`src/rtl/display_mux_ctrl.sv`:
```
// Two-digit multiplexed seven-segment display controller.
// Cycles SHOW0 -> BLANK0 -> SHOW1 -> BLANK1. New digit pairs pass through a
// one-entry pending buffer and are committed to the display registers only at
// the SHOW1->BLANK1 frame boundary, so a digit never shows a torn value.
module display_mux_ctrl #(
   parameter int unsigned DIV_WIDTH = 14,
   parameter int unsigned BLANK     = 64
) (
   input  logic       clk,
   input  logic       reset_n,
   input  logic       en,
   input  logic       load_valid,
   output logic       load_ready,
   input  logic [3:0] data0,
   input  logic [3:0] data1,
   output logic [1:0] an,
   output logic [6:0] seg,
   output logic       frame_done
);

   localparam int unsigned SHOW_LEN = 2 ** DIV_WIDTH;
   localparam int unsigned MAX_LEN  = (SHOW_LEN > BLANK) ? SHOW_LEN : BLANK;
   localparam int unsigned CW       = $clog2(MAX_LEN + 1);

   typedef enum logic [1:0] {
      SHOW0,
      BLANK0,
      SHOW1,
      BLANK1
   } state_t;

   state_t        state, state_n;
   logic [CW-1:0] cnt, cnt_n;
   logic          boundary;
   logic          show_last, blank_last;

   logic [3:0]    d0, d1;
   logic [3:0]    p0, p1;
   logic          pending_full;

   logic [1:0]    an_n;
   logic [6:0]    seg_n;

   function automatic logic [6:0] hex7(input logic [3:0] v);
      logic [6:0] s;
      case (v)
         4'h0: s = 7'h40;
         4'h1: s = 7'h79;
         4'h2: s = 7'h24;
         4'h3: s = 7'h30;
         4'h4: s = 7'h19;
         4'h5: s = 7'h12;
         4'h6: s = 7'h02;
         4'h7: s = 7'h78;
         4'h8: s = 7'h00;
         4'h9: s = 7'h10;
         4'hA: s = 7'h08;
         4'hB: s = 7'h03;
         4'hC: s = 7'h46;
         4'hD: s = 7'h21;
         4'hE: s = 7'h06;
         default: s = 7'h0E;
      endcase
      return s;
   endfunction

   assign show_last  = (cnt == CW'(SHOW_LEN - 1));
   assign blank_last = (cnt == CW'(BLANK - 1));
   assign load_ready = ~pending_full;

   // Next state, shared dwell counter and frame-boundary detect; en=0 forces
   // a held BLANK1 that is never treated as a boundary.
   always_comb begin
      state_n  = state;
      cnt_n    = cnt + CW'(1);
      boundary = 1'b0;
      case (state)
         SHOW0:  if (show_last)  begin state_n = BLANK0; cnt_n = '0; end
         BLANK0: if (blank_last) begin state_n = SHOW1;  cnt_n = '0; end
         SHOW1:  if (show_last)  begin state_n = BLANK1; cnt_n = '0; boundary = 1'b1; end
         BLANK1: if (blank_last) begin state_n = SHOW0;  cnt_n = '0; end
         default: begin state_n = BLANK1; cnt_n = '0; end
      endcase
      if (!en) begin
         state_n  = BLANK1;
         cnt_n    = '0;
         boundary = 1'b0;
      end
   end

   // Anode/segment values for the upcoming state; registered below so the
   // pins only move on clock edges.
   always_comb begin
      an_n  = 2'b11;
      seg_n = 7'h7F;
      case (state_n)
         SHOW0: begin an_n = 2'b10; seg_n = hex7(d0); end
         SHOW1: begin an_n = 2'b01; seg_n = hex7(d1); end
         default: begin an_n = 2'b11; seg_n = 7'h7F; end
      endcase
   end

   // State and counter register.
   always_ff @(posedge clk or negedge reset_n) begin
      if (!reset_n) begin
         state <= BLANK1;
         cnt   <= '0;
      end else begin
         state <= state_n;
         cnt   <= cnt_n;
      end
   end

   // Registered display outputs and frame pulse.
   always_ff @(posedge clk or negedge reset_n) begin
      if (!reset_n) begin
         an         <= 2'b11;
         seg        <= 7'h7F;
         frame_done <= 1'b0;
      end else begin
         an         <= an_n;
         seg        <= seg_n;
         frame_done <= boundary;
      end
   end

   // Pending buffer: accept when empty, commit to display at a boundary.
   // Accept and commit are mutually exclusive since one needs the flag clear
   // and the other needs it set.
   always_ff @(posedge clk or negedge reset_n) begin
      if (!reset_n) begin
         d0           <= '0;
         d1           <= '0;
         p0           <= '0;
         p1           <= '0;
         pending_full <= 1'b0;
      end else if (boundary && pending_full) begin
         d0           <= p0;
         d1           <= p1;
         pending_full <= 1'b0;
      end else if (load_valid && !pending_full) begin
         p0           <= data0;
         p1           <= data1;
         pending_full <= 1'b1;
      end
   end

endmodule

```
`config.mk`:
```
export PLATFORM = sky130hd
export DESIGN_NAME = display_mux_ctrl
export DESIGN_NICKNAME = d
export VERILOG_FILES = /design/src/rtl/display_mux_ctrl.sv
export SDC_FILE = /design/constraint.sdc
export NUM_CORES = 1
export LEC_CHECK = 0
export ABC_AREA = 1
export CAP_MARGIN = 20
export CORE_AREA = 2 2 98 81
export CTS_CLUSTER_DIAMETER = 80
export CTS_CLUSTER_SIZE = 20
export DETAILED_ROUTE_END_ITERATION = 8
export DIE_AREA = 0 0 100 83
export GPL_TIMING_DRIVEN = 0
export MAX_ROUTING_LAYER = met4
export PLACE_DENSITY = 0.63
export SLEW_MARGIN = 5
export SYNTH_ARGS = -nofsm -noshare
export SYNTH_HDL_FRONTEND = slang
export SYNTH_SLANG_ARGS = --single-unit
```
`constraint.sdc`:
```
create_clock -name clk -period 2.5 [get_ports clk]
set_clock_uncertainty 0.05 [all_clocks]
set_input_delay 0.75 -clock clk [delete_from_list [all_inputs] [get_ports clk]]
set_output_delay 0.75 -clock clk [all_outputs]
set_load 0.005 [all_outputs]
```
==> flow_summary.json, run 1 <==
{
  "ant_nets": 0,
  "syn2layout_area_growth_pct": 17.44,
  "vias_per_cell": 4.572,
  "cts_inserted_buffers": 5,
  "grt_util_all_layers_pct": 12.16,
  "cts_tree": "done",
  "place.gp.congestion": 0.8603,
  "totalPowerFinal_uw": 1237,
  "min_period_ns": 2.094,
  "clockBufferDepth": 2,
  "endpoint_kind": "primary output",
  "final_common_cell": "nand2_1",
  "wl_met1_um": 2469,
  "wl_um": 4543,
  "cts.sinks": 44,
  "cts-hold-fix-buffers": 0,
  "start_util_pct": 34.17,
  "finalCritPeriodShare_pct": 83.76,
  "finalMaxSlewViolations": 0,
  "place_area_mm2": 0.002838,
  "drt_first_pass_iters": 4,
  "synthXorXnorAreaFrac_pct": 2.111,
  "antenna_cells": 0,
  "max_cap_violations": 0,
  "synthesis.instances": 296,
  "fin_nets": 353,
  "ys_warn_count": 0,
  "dp_hpwl_um": 3461,
  "design.core.area_mm2": 0.007287,
  "worstPathArrival_ns": 1.29,
  "fp.dieH_um": 83,
  "layout-drive-gt1-share_pct": 15.95,
  "rsz0062_at_grt": "no",
  "max_freq_ghz": 0.4776,
  "start_kind": "flop",
  "ys_types": 33,
  "grt_max_degree": 36,
  "wl_met2_um": 1802,
  "io_pins": 23,
  "yosys.area_share.simple_pct": 28.89,
  "clock_latency_ns": 0.30,
  "path_buf_inv": 1,
  "critPathMaxFanout": 1,
  "clkTransAtPathRegs_ns": 0.08,
  "crit_family": "flip-flops",
  "setup_viol": 0,
  "fin_cells": 416,
  "cpPeakStageDelay_ns": 0.52,
  "synth_compound_area_share_pct": 6.784,
  "yosysSeqAreaShare_pct": 44.77,
  "synth_area_per_cell_um2": 8.412,
  "vias": 1902,
  "drcViolationCount": 0,
  "synth_fa_ha_area_share_pct": 7.538,
  "cts_setup_buffers": 0,
  "port-buffer-count": 22,
  "crit_chain": "clkdlybuf4s50_1",
  "tightest_slew_ns": 0.5170,
  "globalRouteOverflowTotal": 0,
  "drt_iter0_markers": 140,
  "rows": 28,
  "finalHoldViolations": 0,
  "most-common-layout-cells": "78 x nand2_1, 33 x dfrtp_1, 31 x inv_1",
  "grt_pass1_wl_um": 7990,
  "cpMaxStageDelayCell": "dfstp_2",
  "synthMuxAreaShare_pct": 3.618,
  "cp.required_ns": 1.70,
  "synth_top_family_by_area": "simple AND/OR/NAND/NOR gates",
  "cts_max_level": 2,
  "critPathKind": "flop to primary output",
  "die_w_um": 100,
  "nFillCells": 722,
  "dieArea_mm2": 0.008300,
  "finalInstanceArea_mm2": 0.002924,
  "antenna_found_initial": 0,
  "cts_resized": 0,
  "clockRootBuffer": "clkbuf_8",
  "maxSlewHeadroom_pct": 65.42,
  "ys_seq_elements": 44,
  "synth_area_mm2": 0.002490,
  "topRoutingLayerUsed": "met4",
  "power_density_mw_per_mm2": 423.2,
  "grt_pass1_vias": 1739,
  "wl_met3_um": 203,
  "hold_class": "primary input to asynchronous set/reset pin",
  "p_leak_uw": 0.001364,
  "wl_per_cell_um": 10.92,
  "post-place-cells": 409,
  "status": "complete, no violations",
  "peakVddDrop_mv": 0.1911,
  "synth_nets": 323,
  "fin_util_pct": 40.13
}
-- path summary, 6_finish.rpt --
kind | cells past startpoint | slack, ns | from | end
worst max register to register | 8 | 0.65 | cnt[0] | d1[3]
worst min register to register | 1 | 0.41 | cnt[0] | cnt[0]
worst max-delay path | 1 | 0.41 | seg[6] | seg[6]
worst min-delay path | 1 | 0.25 | reset_n | p0[0]
min in group clk | 1 | 0.41 | cnt[0] | cnt[0]
max in group asynchronous | 2 | 1.62 | reset_n | seg[2]
-- per-stage QoR --
step	hold slack [ns]	TNS [ns]	setup WS, ns
after floorplan	0.3751	0	0.9493
after detailed placement	0.4065	0	0.09330
after global placement	0.3954	-18.47	-0.5342
final	0.2533	0	0.4060
after CTS	0.2553	0	0.3886
after global routing	0.2636	0	0.2901
-- per-layer routing --
layer | up-vias | track usage [%]
li1 | 999 | -
met4 | 0 | 5.355
met5 | - | -
met2 | 48 | 15.48
met3 | 7 | 2.609
met1 | 848 | 18.21
-- sequential cells by signal, indices dropped and copies added (netlist names) --
name / cells
an: 2
cnt: 15
d0: 4
d1: 4
frame_done: 1
p0: 4
p1: 4
pending_full: 1
seg: 7
state: 2
-- cell type report --
cell class / count / area [um2] / area share [%]
Clock buffer: 6 / 82.58 / 2.824
Sequential cell: 44 / 1115 / 38.13
Tap cell: 90 / 112.6 / 3.851
Inverter: 35 / 131.4 / 4.493
Buffer: 4 / 25.02 / 0.8558
Clock inverter: 1 / 3.754 / 0.1284
Multi-Input combinational cell: 213 / 1219 / 41.68
Timing Repair Buffer: 23 / 235.2 / 8.045
-- synthesized netlist by cell type (all sizes together) --
cell | number | area (um2)
o211ai | 1 | 7.510
nor2 | 36 | 170.2
nand3 | 30 | 167.7
clkbuf | 1 | 3.750
nor3 | 2 | 21.27
dfrtp | 33 | 825.8
buf | 3 | 21.27
mux2 | 8 | 90.09
o21ai | 16 | 87.59
xnor2 | 1 | 8.760
a21boi | 1 | 11.26
and3 | 1 | 6.260
ha | 15 | 187.7
nand4 | 1 | 6.260
nand2 | 84 | 340.3
xor2 | 5 | 43.79
a21oi | 6 | 30.03
inv | 35 | 131.4
o21a | 1 | 7.510
o22ai | 1 | 6.260
dfstp | 11 | 289.0
nor3b | 1 | 7.510
a31oi | 3 | 18.77
-- cell families after synthesis --
kind of cell	count (synthesis)
compound gates	29
simple gates	155
mux	8
fa+ha+maj	15
flops	44
buf+inv	39
xor+xnor	6
-- power breakdown --
part | total (uW) | leakage (uW) | internal [uW] | switching [uW]
clock network | 443 | 0.0000447 | 215 | 228
registers | 735 | 0.000562 | 727 | 8.31
logic | 58.9 | 0.000757 | 29.8 | 29.0
total | 1240 | 0.00136 | 972 | 265
Power figures use the tool's default switching activity.
==> run 2, diff against run 1 <==
PLACE_DENSITY = 0.65   (was 0.63)
clock period = 1.83 ns   (was 2.5 ns; I/O delays follow)
==> run 2 against run 1 <==
Against the previous run: critical path depth did not move; sequential power up 37%; clock power grew 41%; global-route usage grew 0.62 points; final area up 1.4%; wire length is 4.5% higher; largest power group unchanged; highest routed layer unchanged.
==> flow_summary.json, run 2 (synthesis gave the netlist of run 1 again) <==
{
  "status": "complete, no violations",
  "antenna_cells": 0,
  "place.gp.congestion": 0.8229,
  "globalRouteOverflowTotal": 0,
  "critPathKind": "flop to primary output",
  "hold_class": "primary input to asynchronous set/reset pin",
  "nFillCells": 764,
  "ant_nets": 0,
  "totalPowerFinal_uw": 1712,
  "cts_inserted_buffers": 5,
  "critPathMaxFanout": 1,
  "cts_max_level": 2,
  "clock_latency_ns": 0.30,
  "wl_per_cell_um": 11.36,
  "cp.required_ns": 1.23,
  "max_cap_violations": 0,
  "max_freq_ghz": 0.5769,
  "tightest_slew_ns": 0.4840,
  "fin_util_pct": 40.69,
  "die_w_um": 100,
  "vias": 1923,
  "path_buf_inv": 1,
  "p_comb_share_pct": 4.9,
  "final_common_cell": "nand2_1",
  "cts_tree": "done",
  "dieArea_mm2": 0.008300,
  "p_leak_uw": 0.001357,
  "cpMaxStageDelayCell": "clkdlybuf4s50_1",
  "crit_chain": "clkdlybuf4s50_1",
  "largest_reg_flops": 15,
  "peakVddDrop_mv": 0.2575,
  "antenna_found_initial": 0,
  "fin_nets": 354,
  "cts.sinks": 44,
  "finalMaxSlewViolations": 0,
  "r2r_start": "cnt[0]",
  "power_density_mw_per_mm2": 577.2,
  "io_pins": 23,
  "cpPeakStageDelay_ns": 0.50,
  "layout-drive-gt1-share_pct": 17.38,
  "worstPathArrival_ns": 1.13,
  "grt_pass1_wl_um": 8390,
  "most-common-layout-cells": "77 x nand2_1, 33 x dfrtp_1, 31 x inv_1",
  "place_area_mm2": 0.002838,
  "largest_register": "cnt",
  "endpoint_kind": "primary output",
  "grt_util_all_layers_pct": 12.79,
  "syn2layout_area_growth_pct": 19.10,
  "rows": 28,
  "r2r_slack_ns": 0.15,
  "grt_max_degree": 39,
  "finalInstanceArea_mm2": 0.002965,
  "clockRootBuffer": "clkbuf_8",
  "drcViolationCount": 0,
  "dp_hpwl_um": 3531,
  "start_kind": "flop",
  "grt_pass1_vias": 1810,
  "drt_iter0_markers": 119,
  "top_regs": "cnt: 15 flops, seg: 7 flops",
  "min_period_ns": 1.733,
  "crit_family": "buffers and inverters",
  "reg2reg_to": "seg[3]",
  "design.core.area_mm2": 0.007287,
  "maxSlewHeadroom_pct": 67.74,
  "wl_um": 4748,
  "vias_per_cell": 4.600,
  "port-buffer-count": 22,
  "clockBufferDepth": 2,
  "rr_worst_depth": 10,
  "setup_viol": 0,
  "finalCritPeriodShare_pct": 94.72,
  "swShare_pct": 21.52,
  "fp.dieH_um": 83,
  "start_util_pct": 34.17,
  "clockPowerShare_pct": 36.4,
  "switching_power_uw": 368.3,
  "clkTransAtPathRegs_ns": 0.07,
  "finalHoldViolations": 0,
  "power_frac_seq_pct": 58.8,
  "rsz0062_at_grt": "no",
  "power.internal_uw": 1343,
  "drt_first_pass_iters": 5,
  "cts-hold-fix-buffers": 0
}
==> run 2: cell types whose count changed in the layout (fill, tap and decap cells not counted), sizes merged <==
cell and change:
clkdlybuf4s50 -10, dlygate4sd2 +10, clkbuf +2, buf +1
clkinv -1
==> run 2: worst max-delay path by stage <==
| stage | to | cells past startpoint | from | slack [ns] |
|---|---|---|---|---|
| final | frame_done | 1 | frame_done | 0.1 |
| after detailed placement | d1[1] | 6 | en | -0.30 |
| after global placement | p1[0] | 1 | reset_n | -1.01 |
| after global routing | cnt[11] | 9 | cnt[0] | 0.009 |
| after floorplan | d0[0] | 8 | cnt[0] | 0.29 |
| after CTS | cnt[11] | 6 | en | 0.01 |
==> run 2: layout make-up <==
| class | instances | area (um2) | share of cell area, % |
|---|---|---|---|
| clock buffers | 8 | 90.09 | 3.038 |
| multi-input cells | 213 | 1246 | 42.03 |
| flip-flops and latches | 44 | 1115 | 37.60 |
| inverters | 35 | 133.9 | 4.515 |
| plain buffers | 4 | 25.02 | 0.8439 |
| well taps | 90 | 112.6 | 3.797 |
| repair buffers | 24 | 242.7 | 8.186 |
==> run 2: what timing repair did <==
item,4_1_cts,5_1_grt
endpoints found under the hold margin,0,0
pin swaps,1,1
setup endpoints to repair,14,25
setup buffers,1,0
gates resized for setup,10,8
==> run 2: power groups by stage <==
stage	clock, uW	sequential (uW)	combinational, uW
3_5_place_dp	0	1020	84.1
3_3_place_gp	0	1020	77.5
6_report	623	1010	83.4
5_1_grt	691	1010	97.1
2_1_floorplan	0	1020	29.5
4_1_cts	646	1000	84.3
==> run 2: routing by layer <==
| layer | up-vias | wire length, um | global-route usage (%) |
|---|---|---|---|
| li1 | 1003 | - | - |
| met4 | 0 | 61 | 4.110 |
| met5 | - | 0 | - |
| met1 | 875 | 2520 | 18.42 |
| met3 | 8 | 229 | 3.114 |
| met2 | 37 | 1937 | 17.63 |
==> run 2: stage by stage <==
| stage | hold WS [ns] | std cells | setup TNS (ns) | worst slack [ns] |
|---|---|---|---|---|
| floorplan | 0.2034 | 296 | 0 | 0.2914 |
| global placement | 0.3908 | 408 | -43.10 | -1.005 |
| detailed placement | 0.4058 | 409 | -4.346 | -0.2971 |
| CTS | 0.2571 | 418 | 0 | 0.01375 |
| global route | 0.2610 | 418 | 0 | 0.008855 |
| finish | 0.2463 | 418 | 0 | 0.09659 |
==> run 3, diff against run 2 <==
CTS_CLUSTER_DIAMETER = 150   (was 80)
==> results of run 3 <==
The final DEF is identical to that of run 2; final timing and power are the same.
